<file path="src/rtl/lcd_byte_sequencer.sv">
// lcd_byte_sequencer: arbitrates two byte requesters and plays each byte to
// a 4-bit character LCD as two enable-strobed nibbles, then a settle wait.
// Ports: Clock, Reset (sync, active-high); requester A/B: iReq, iRs, iData,
// oAck (one-cycle grant, asserted in IDLE); oBusy; LCD pins oLCD_*.
// Build option: define LCD_ROUND_ROBIN_EN for alternating grants on
// simultaneous requests; otherwise A has fixed priority.
module lcd_byte_sequencer #(
  parameter int P_SETUP     = 2,
  parameter int P_ENABLE    = 12,
  parameter int P_GAP       = 50,
  parameter int P_WAIT      = 2000,
  parameter int P_LONG_WAIT = 82000
) (
  input  logic       Clock,
  input  logic       Reset,
  input  logic       iReqA,
  input  logic       iRsA,
  input  logic [7:0] iDataA,
  output logic       oAckA,
  input  logic       iReqB,
  input  logic       iRsB,
  input  logic [7:0] iDataB,
  output logic       oAckB,
  output logic       oBusy,
  output logic       oLCD_Enabled,
  output logic       oLCD_RegisterSelect,
  output logic       oLCD_StrataFlashControl,
  output logic       oLCD_ReadWrite,
  output logic [3:0] oLCD_Data
);

  typedef enum logic [3:0] {
    S_IDLE, S_HI_SETUP, S_HI_EN, S_HI_HOLD, S_GAP,
    S_LO_SETUP, S_LO_EN, S_LO_HOLD, S_WAIT
  } state_t;

  // Counter holds remaining cycles minus one in the current state.
  localparam logic [16:0] C_SETUP = 17'(P_SETUP - 1);
  localparam logic [16:0] C_EN    = 17'(P_ENABLE - 1);
  localparam logic [16:0] C_GAP   = 17'(P_GAP - 1);
  localparam logic [16:0] C_WAIT  = 17'(P_WAIT - 1);
  localparam logic [16:0] C_LWAIT = 17'(P_LONG_WAIT - 1);

  state_t      r_state;
  state_t      w_state_nxt;
  logic [16:0] r_cnt;
  logic [16:0] w_cnt_nxt;
  logic        r_rs;
  logic [7:0]  r_byte;
  logic        w_idle;
  logic        w_grant;
  logic        w_pick_b;
  logic        w_done;
  logic        w_long;

`ifdef LCD_ROUND_ROBIN_EN
  logic r_prio_b;
  assign w_pick_b = iReqB & (~iReqA | r_prio_b);
`else
  assign w_pick_b = iReqB & ~iReqA;
`endif

  assign w_idle  = (r_state == S_IDLE);
  assign w_grant = w_idle & (iReqA | iReqB);
  assign w_done  = (r_cnt == 17'd0);
  // Clear display / return home need the long settle time.
  assign w_long  = ~r_rs & (r_byte[7:2] == 6'd0) & (r_byte != 8'd0);

  assign oAckA = w_grant & ~w_pick_b & ~Reset;
  assign oAckB = w_grant & w_pick_b & ~Reset;

  always_comb begin
    w_state_nxt = r_state;
    w_cnt_nxt   = w_done ? 17'd0 : r_cnt - 17'd1;
    unique case (r_state)
      S_IDLE: if (w_grant) begin
        w_state_nxt = S_HI_SETUP;
        w_cnt_nxt   = C_SETUP;
      end
      S_HI_SETUP: if (w_done) begin
        w_state_nxt = S_HI_EN;
        w_cnt_nxt   = C_EN;
      end
      S_HI_EN: if (w_done) begin
        w_state_nxt = S_HI_HOLD;
        w_cnt_nxt   = 17'd0;
      end
      S_HI_HOLD: if (w_done) begin
        w_state_nxt = S_GAP;
        w_cnt_nxt   = C_GAP;
      end
      S_GAP: if (w_done) begin
        w_state_nxt = S_LO_SETUP;
        w_cnt_nxt   = C_SETUP;
      end
      S_LO_SETUP: if (w_done) begin
        w_state_nxt = S_LO_EN;
        w_cnt_nxt   = C_EN;
      end
      S_LO_EN: if (w_done) begin
        w_state_nxt = S_LO_HOLD;
        w_cnt_nxt   = 17'd0;
      end
      S_LO_HOLD: if (w_done) begin
        w_state_nxt = S_WAIT;
        w_cnt_nxt   = w_long ? C_LWAIT : C_WAIT;
      end
      S_WAIT: if (w_done) begin
        w_state_nxt = S_IDLE;
        w_cnt_nxt   = 17'd0;
      end
      default: begin
        w_state_nxt = S_IDLE;
        w_cnt_nxt   = 17'd0;
      end
    endcase
  end

  always_ff @(posedge Clock) begin
    if (Reset) begin
      r_state <= S_IDLE;
      r_cnt   <= 17'd0;
      r_rs    <= 1'b0;
      r_byte  <= 8'd0;
`ifdef LCD_ROUND_ROBIN_EN
      r_prio_b <= 1'b0;
`endif
    end else begin
      r_state <= w_state_nxt;
      r_cnt   <= w_cnt_nxt;
      if (w_grant) begin
        r_rs   <= w_pick_b ? iRsB : iRsA;
        r_byte <= w_pick_b ? iDataB : iDataA;
`ifdef LCD_ROUND_ROBIN_EN
        r_prio_b <= ~w_pick_b;
`endif
      end
    end
  end

  // LCD pins decode from state so reset silences them on its edge.
  always_comb begin
    oBusy               = ~w_idle;
    oLCD_Enabled        = (r_state == S_HI_EN) | (r_state == S_LO_EN);
    oLCD_RegisterSelect = ~w_idle & r_rs;
    oLCD_Data           = 4'd0;
    unique case (r_state)
      S_HI_SETUP, S_HI_EN, S_HI_HOLD, S_GAP:
        oLCD_Data = r_byte[7:4];
      S_LO_SETUP, S_LO_EN, S_LO_HOLD, S_WAIT:
        oLCD_Data = r_byte[3:0];
      default:
        oLCD_Data = 4'd0;
    endcase
  end

  assign oLCD_ReadWrite          = 1'b0;
  assign oLCD_StrataFlashControl = 1'b1;

endmodule

</file>
<file path="config.mk">
export PLATFORM = sky130hd
export DESIGN_NAME = lcd_byte_sequencer
export DESIGN_NICKNAME = d
export VERILOG_FILES = /design/src/rtl/lcd_byte_sequencer.sv
export SDC_FILE = /design/constraint.sdc
export NUM_CORES = 1
export LEC_CHECK = 0
export CAP_MARGIN = 20
export CORE_MARGIN = 4
export CORE_UTILIZATION = 50
export CTS_CLUSTER_SIZE = 10
export DETAILED_ROUTE_END_ITERATION = 6
export PLACE_DENSITY_LB_ADDON = 0.25
export SYNTH_ARGS = -nofsm -noshare
export SYNTH_HDL_FRONTEND = slang
export SYNTH_SLANG_ARGS = --single-unit
export TNS_END_PERCENT = 1
</file>
<file path="constraint.sdc">
create_clock -name Clock -period 3.1 [get_ports Clock]
set_clock_uncertainty 0.05 [all_clocks]
set_input_delay 0.465 -clock Clock [delete_from_list [all_inputs] [get_ports Clock]]
set_output_delay 0.465 -clock Clock [all_outputs]
set_load 0.1 [all_outputs]
</file>
; Word level (Yosys, flattened, before mapping)
; Index checks and enable logic that the tools add are counted.
[op_classes]
addsub = 1
eq_ne = 17
muxes = 22
bitwise_logic = 16
n_reduce_logical = 9
[ops]
columns = operator, count
row1 = 2-to-1 mux 17 bit, 8
row2 = one-hot mux 17 bit (6 select lines), 1
row3 = 2-to-1 mux 4 bit, 9
row4 = one-hot mux 4 bit (9 select lines), 1
row5 = zero test 17 bit, 1
row6 = subtractor 17 x 1 -> 17 bit (second input constant), 1
row7 = equality test 4 x 3 -> 1 bit (second input constant), 4
row8 = != test 2 bit (second input constant), 8
row9 = AND 1 bit, 9
row10 = AND reduction 9 bit, 1
row11 = equality test 4 x 2 -> 1 bit (second input constant), 2
row12 = 2-to-1 mux 8 bit, 1
row13 = one-hot mux 4 bit (2 select lines), 1
row14 = nonzero test 8 bit, 1
row15 = OR reduction 4 bit, 2
row16 = zero test 6 bit, 1
row17 = NOT 1 bit, 5
row18 = equality test 4 x 1 -> 1 bit (second input constant), 1
row19 = equality test 4 bit (second input constant), 1
row20 = zero test 4 bit, 1
row21 = OR reduction 3 bit, 1
row22 = != test 2 x 1 -> 1 bit (second input constant), 1
row23 = OR 1 bit, 2
row24 = OR reduction 2 bit, 1
row25 = 2-to-1 mux 1 bit, 1
[word_totals]
ff_bits = 30
input_bits = 22
output_inout_bits = 11
elab_cells = 69

; Depth between registers and ports, before layout
[logic_depth]
word_depth = 6
ltp_mapped = 8
depth_no_buf = 7

; Worst setup path before layout
; No wires, ideal clock.
[synth_path]
path_type = flip-flop to output port
startpoint = register r_state[2]
endpoint = output oAckB
arrival_ns = 3.694
required_time_ns = 2.585
slack_ns = -1.109
stages_incl_launch_ff = 5
n_path_buf = 1
path_cell_list = dfxtp_1 -> clkbuf_1 -> nor4_1 -> inv_1 -> nor3_1
[synth_between]
elab_chain_cells = 4
[synth_lines]
columns = item, line
row1 = from (decl), 44  ; state_t r_state;
row2 = from (signal assigned), 129  ; r_state <= w_state_nxt;
row3 = zero test 4 bit, 63  ; assign w_idle = (r_state == S_IDLE);
row4 = AND 1 bit, 64  ; assign w_grant = w_idle & (iReqA | iReqB);
row5 = AND 1 bit (2 in a row), 70  ; assign oAckB = w_grant & w_pick_b & ~Reset;
row6 = to (decl), 23  ; output logic oAckB,
; No other way between the ends.

; Final worst setup path
[layout_path]
startpoint = register r_state[0]
endpoint = output oLCD_Data[1]
[layout_between]
elab_chain_cells = 3
elab_cells_between_ends = 11
cone_classes = 8 x eq/ne / 1 x mux / 2 x reduce/logical
[layout_lines]
columns = item, line
row1 = equality test 4 x 3 -> 1 bit (tied with other cells), 147  ; unique case (r_state)
row2 = OR reduction 4 bit, 147
row3 = one-hot mux 4 bit (2 select lines) (*), 147
row4 = to (decl), 29  ; output logic [3:0] oLCD_Data
; Mark *: on every way between the ends. The rest lies on a longest branch, timed or not.

==> summary.md <==
| Metric | Value |
|---|---|
| Status | `complete, no violations` |
| First-iteration detailed-routing DRC count | `110` |
| Global router's overall resource usage | `0.194` |
| Leak Pwr | `0.773 nW` |
| Worst-Skew Late Latency | `0.33 ns` |
| Avg Cell Area, Syn | `8.03 sq um` |
| Portion of synthesized cell area occupied by the leading cell type | `0.358` |
| Commonest register cell after synthesis | `sky130_fd_sc_hd__dfxtp_1` |
| H-tree Lvls | `2` |
| Number of hold violations in the final report | `0` |
| Worst slew slack as a fraction of its limit | `0.530` |
| Count of flip-flops with a built-in enable after synthesis | `0` |
| Main area contributors after synthesis | `sky130_fd_sc_hd__dfxtp_1 (36%), sky130_fd_sc_hd__a21oi_1 (5.7%), sky130_fd_sc_hd__xnor2_1 (4.7%)` |
| First-pass GRT wire length | `6610 um` |
| Layout-stage area growth over the synthesis result | `27.3%` |
| Maximum root-to-sink buffer count | `2` |
| Routed via count divided by cell count | `5.71` |
| R2R depth | `7` |
| Largest area contributor in the synthesized netlist | `sky130_fd_sc_hd__dfxtp_1` |
| Initial antenna violation count | `0` |
| Most repeated cell in the gate-level netlist after synthesis | `sky130_fd_sc_hd__dfxtp_1` |
| Met1 track demand over resource in global routing | `0.252` |
| Register clock-pin slew on the reported worst setup and hold paths | `0.10 ns` |
| Critical Path AT | `2.36 ns` |
| Total power divided by cell area | `1270 nW/um^2` |
| Share of layout cells above drive strength 1 | `0.127` |
| Minimum setup slack after placement | `0.610 ns` |
| Flops & latches, synth | `30` |
| Final period demand of the worst path | `2.88 ns` |
| Setup CP Type | `reg2out` |
| Synthesized area | `1680 sq um` |
| Residual antenna-violating net count after detailed routing | `0` |
| DRC viols | `0` |
| Unrepaired setup endpoints after global routing | `false` |
| Crit-path max FO | `12` |
| Cell count after synthesis | `209` |
| Port Buffers | `30` |
| Dpl hpwl | `2780 um` |
| Worst-Margin Slew | `0.699 ns` |
| Cts hold-fix bufs | `0` |
| Final Wtd Congestion | `0.781` |
| Post-synth net total | `233` |
| Master cell of the clock root buffer | `sky130_fd_sc_hd__clkbuf_4` |
| Avg WL per Cell | `13.5 um` |
| Die span in x | `66.0 um` |
| Ports | `33` |
| Worst Hold Depth | `1` |
| Achievable clock frequency | `348 MHz` |
| TritonCTS clock tree | `yes` |
| Required time at the worst-slack endpoint | `2.58 ns` |
| Critical Path End Type | `output port` |
| Clk sinks | `30` |
| Post-route insts no fill | `280` |
| Total Die Area | `4350 sq um` |
| Dpl cell area | `2080 sq um` |
| Leading post-synthesis cells by instance count | `sky130_fd_sc_hd__dfxtp_1 (30), sky130_fd_sc_hd__nor2_1 (20), sky130_fd_sc_hd__a21oi_1 (19), sky130_fd_sc_hd__o21ai_0 (14)` |
| Peak supply drop | `1.08 mV` |
| GRT met2 Usage | `0.305` |
| Final setup TNS | `0 ns` |
| Router iterations before antenna repair | `4` |
| Count of inserted antenna diode cells | `0` |
| Setup-failing EPs final | `0` |
| Global Route met3 Usage | `0.0578` |
| Share of the core filled with cells | `0.683` |
| Number of global-route vias before repair | `1499` |
| Total via count in the routed design | `1599` |
| Number of buffers created by CTS | `5` |
| Placed cells | `272` |
| Count of max-cap constraint violations | `0` |
| Max-slew violation count | `0` |
| Class of the tightest hold or removal check | `reg2reg` |
| Cts repair resizes | `0` |
| Global-route layer with the greatest usage | `met2` |
| Fraction of registers with async set or reset after synthesis | `0` |
| Sequential fraction of the synthesis area | `0.358` |
| Warning count from the yosys run | `0` |
| Post-CTS setup buffer count | `0` |
| Final period util | `0.928` |
| Die height | `66.0 um` |
| Standard-cell row count | `20` |
| Final worst slack | `0.222 ns` |
| Global route total overflow | `0` |
| Post-route cell area | `2140 sq um` |
| Distinct cell type count after synthesis | `45` |
| Core Area | `3130 sq um` |
| Wirelength, routed | `3770 um` |
| Maximum number of pins on one net before global-route repair | `20` |
| Nets@finish | `259` |
| Startpoint class of the critical path | `flop` |
| Initial standard-cell utilization of the core | `0.537` |
==> critical path: stages, from the launching register on <==
cell and delay, ns:
sky130_fd_sc_hd__dfxtp_1 0.42, sky130_fd_sc_hd__nor2_1 0.51, sky130_fd_sc_hd__inv_1 0.13, sky130_fd_sc_hd__nor3b_1 0.49, sky130_fd_sc_hd__nand2_1 0.10, sky130_fd_sc_hd__o21ai_0 0.16, sky130_fd_sc_hd__buf_12 0.23
==> report_power, final <==
group | leakage (nW) | switching (mW) | internal [mW] | total, mW
clock | 0.0353 | 0.135 | 0.110 | 0.245
combinational | 0.491 | 1.07 | 0.699 | 1.77
sequential | 0.246 | 0.158 | 0.534 | 0.692
total | 0.773 | 1.36 | 1.34 | 2.70
==> logic make-up after synthesis <==
logic type / synth area share
other: 0.00447
flip-flops: 0.358
AND/OR/NAND/NOR: 0.247
multiplexers: 0.0328
XOR/XNOR: 0.0626
AO/OA/AOI/OAI: 0.233
adder cells (fa/ha/maj): 0.0149
buffers and inverters: 0.0469
==> through the flow <==
step / hold slack (ns) / total power, mW
after floorplan: 0.420 / 2.03
after global placement: 0.439 / 2.43
after detailed placement: 0.450 / 2.45
after CTS: 0.469 / 2.71
after global routing: 0.494 / 2.92
final: 0.468 / 2.70
==> cell usage in the layout, fill, tap and decap left out, types with 3 or more instances in the layout <==
master / Yosys / layout
sky130_fd_sc_hd__a211oi_1: 9 / 9
sky130_fd_sc_hd__nor3_2: 1 / 3
sky130_fd_sc_hd__clkbuf_4: 0 / 5
sky130_fd_sc_hd__o21ai_0: 14 / 13
sky130_fd_sc_hd__nor2b_1: 3 / 3
sky130_fd_sc_hd__dfxtp_1: 30 / 30
sky130_fd_sc_hd__or3_1: 3 / 3
sky130_fd_sc_hd__nor4_1: 4 / 4
sky130_fd_sc_hd__xnor2_1: 9 / 9
sky130_fd_sc_hd__nor3b_1: 5 / 5
sky130_fd_sc_hd__o22ai_1: 7 / 7
sky130_fd_sc_hd__nor2_1: 20 / 20
sky130_fd_sc_hd__clkdlybuf4s50_1: 0 / 21
sky130_fd_sc_hd__mux2_2: 4 / 4
sky130_fd_sc_hd__xor2_1: 3 / 3
sky130_fd_sc_hd__nand2_1: 13 / 13
sky130_fd_sc_hd__buf_12: 0 / 8
sky130_fd_sc_hd__nor3_1: 13 / 11
sky130_fd_sc_hd__a21oi_1: 19 / 19
sky130_fd_sc_hd__inv_1: 6 / 6
==> registers in the layout, indices dropped and copies added (netlist names) <==
name	count
r_rs	1
r_byte	8
r_state	4
r_cnt	17
==> metal layers <==
| layer | routed length (um) | vias to the layer above |
|---|---|---|
| li1 | - | 818 |
| met1 | 1820 | 745 |
| met2 | 1680 | 28 |
| met3 | 207 | 8 |
| met4 | 55 | 0 |
| met5 | 0 | - |
==> worst paths after layout <==
kind	start	endpoint	slack [ns]
worst min register to register	r_cnt[16]	r_cnt[16]	0.47
worst min-delay path	r_cnt[16]	r_cnt[16]	0.47
worst max register to register	r_cnt[0]	r_state[1]	0.62
worst max-delay path	r_state[0]	oLCD_Data[1]	0.22
==> layout make-up <==
type | instances | area [sq um]
Sequential cell | 30 | 601
Tap cell | 44 | 55.1
Clock inverter | 1 | 5.00
Inverter | 7 | 26.3
Multi-Input combinational cell | 160 | 1010
Clock buffer | 7 | 55.1
Timing Repair Buffer | 31 | 385
Fill cell | 269 | 991
Note: power is estimated with default switching activity, not from simulation.
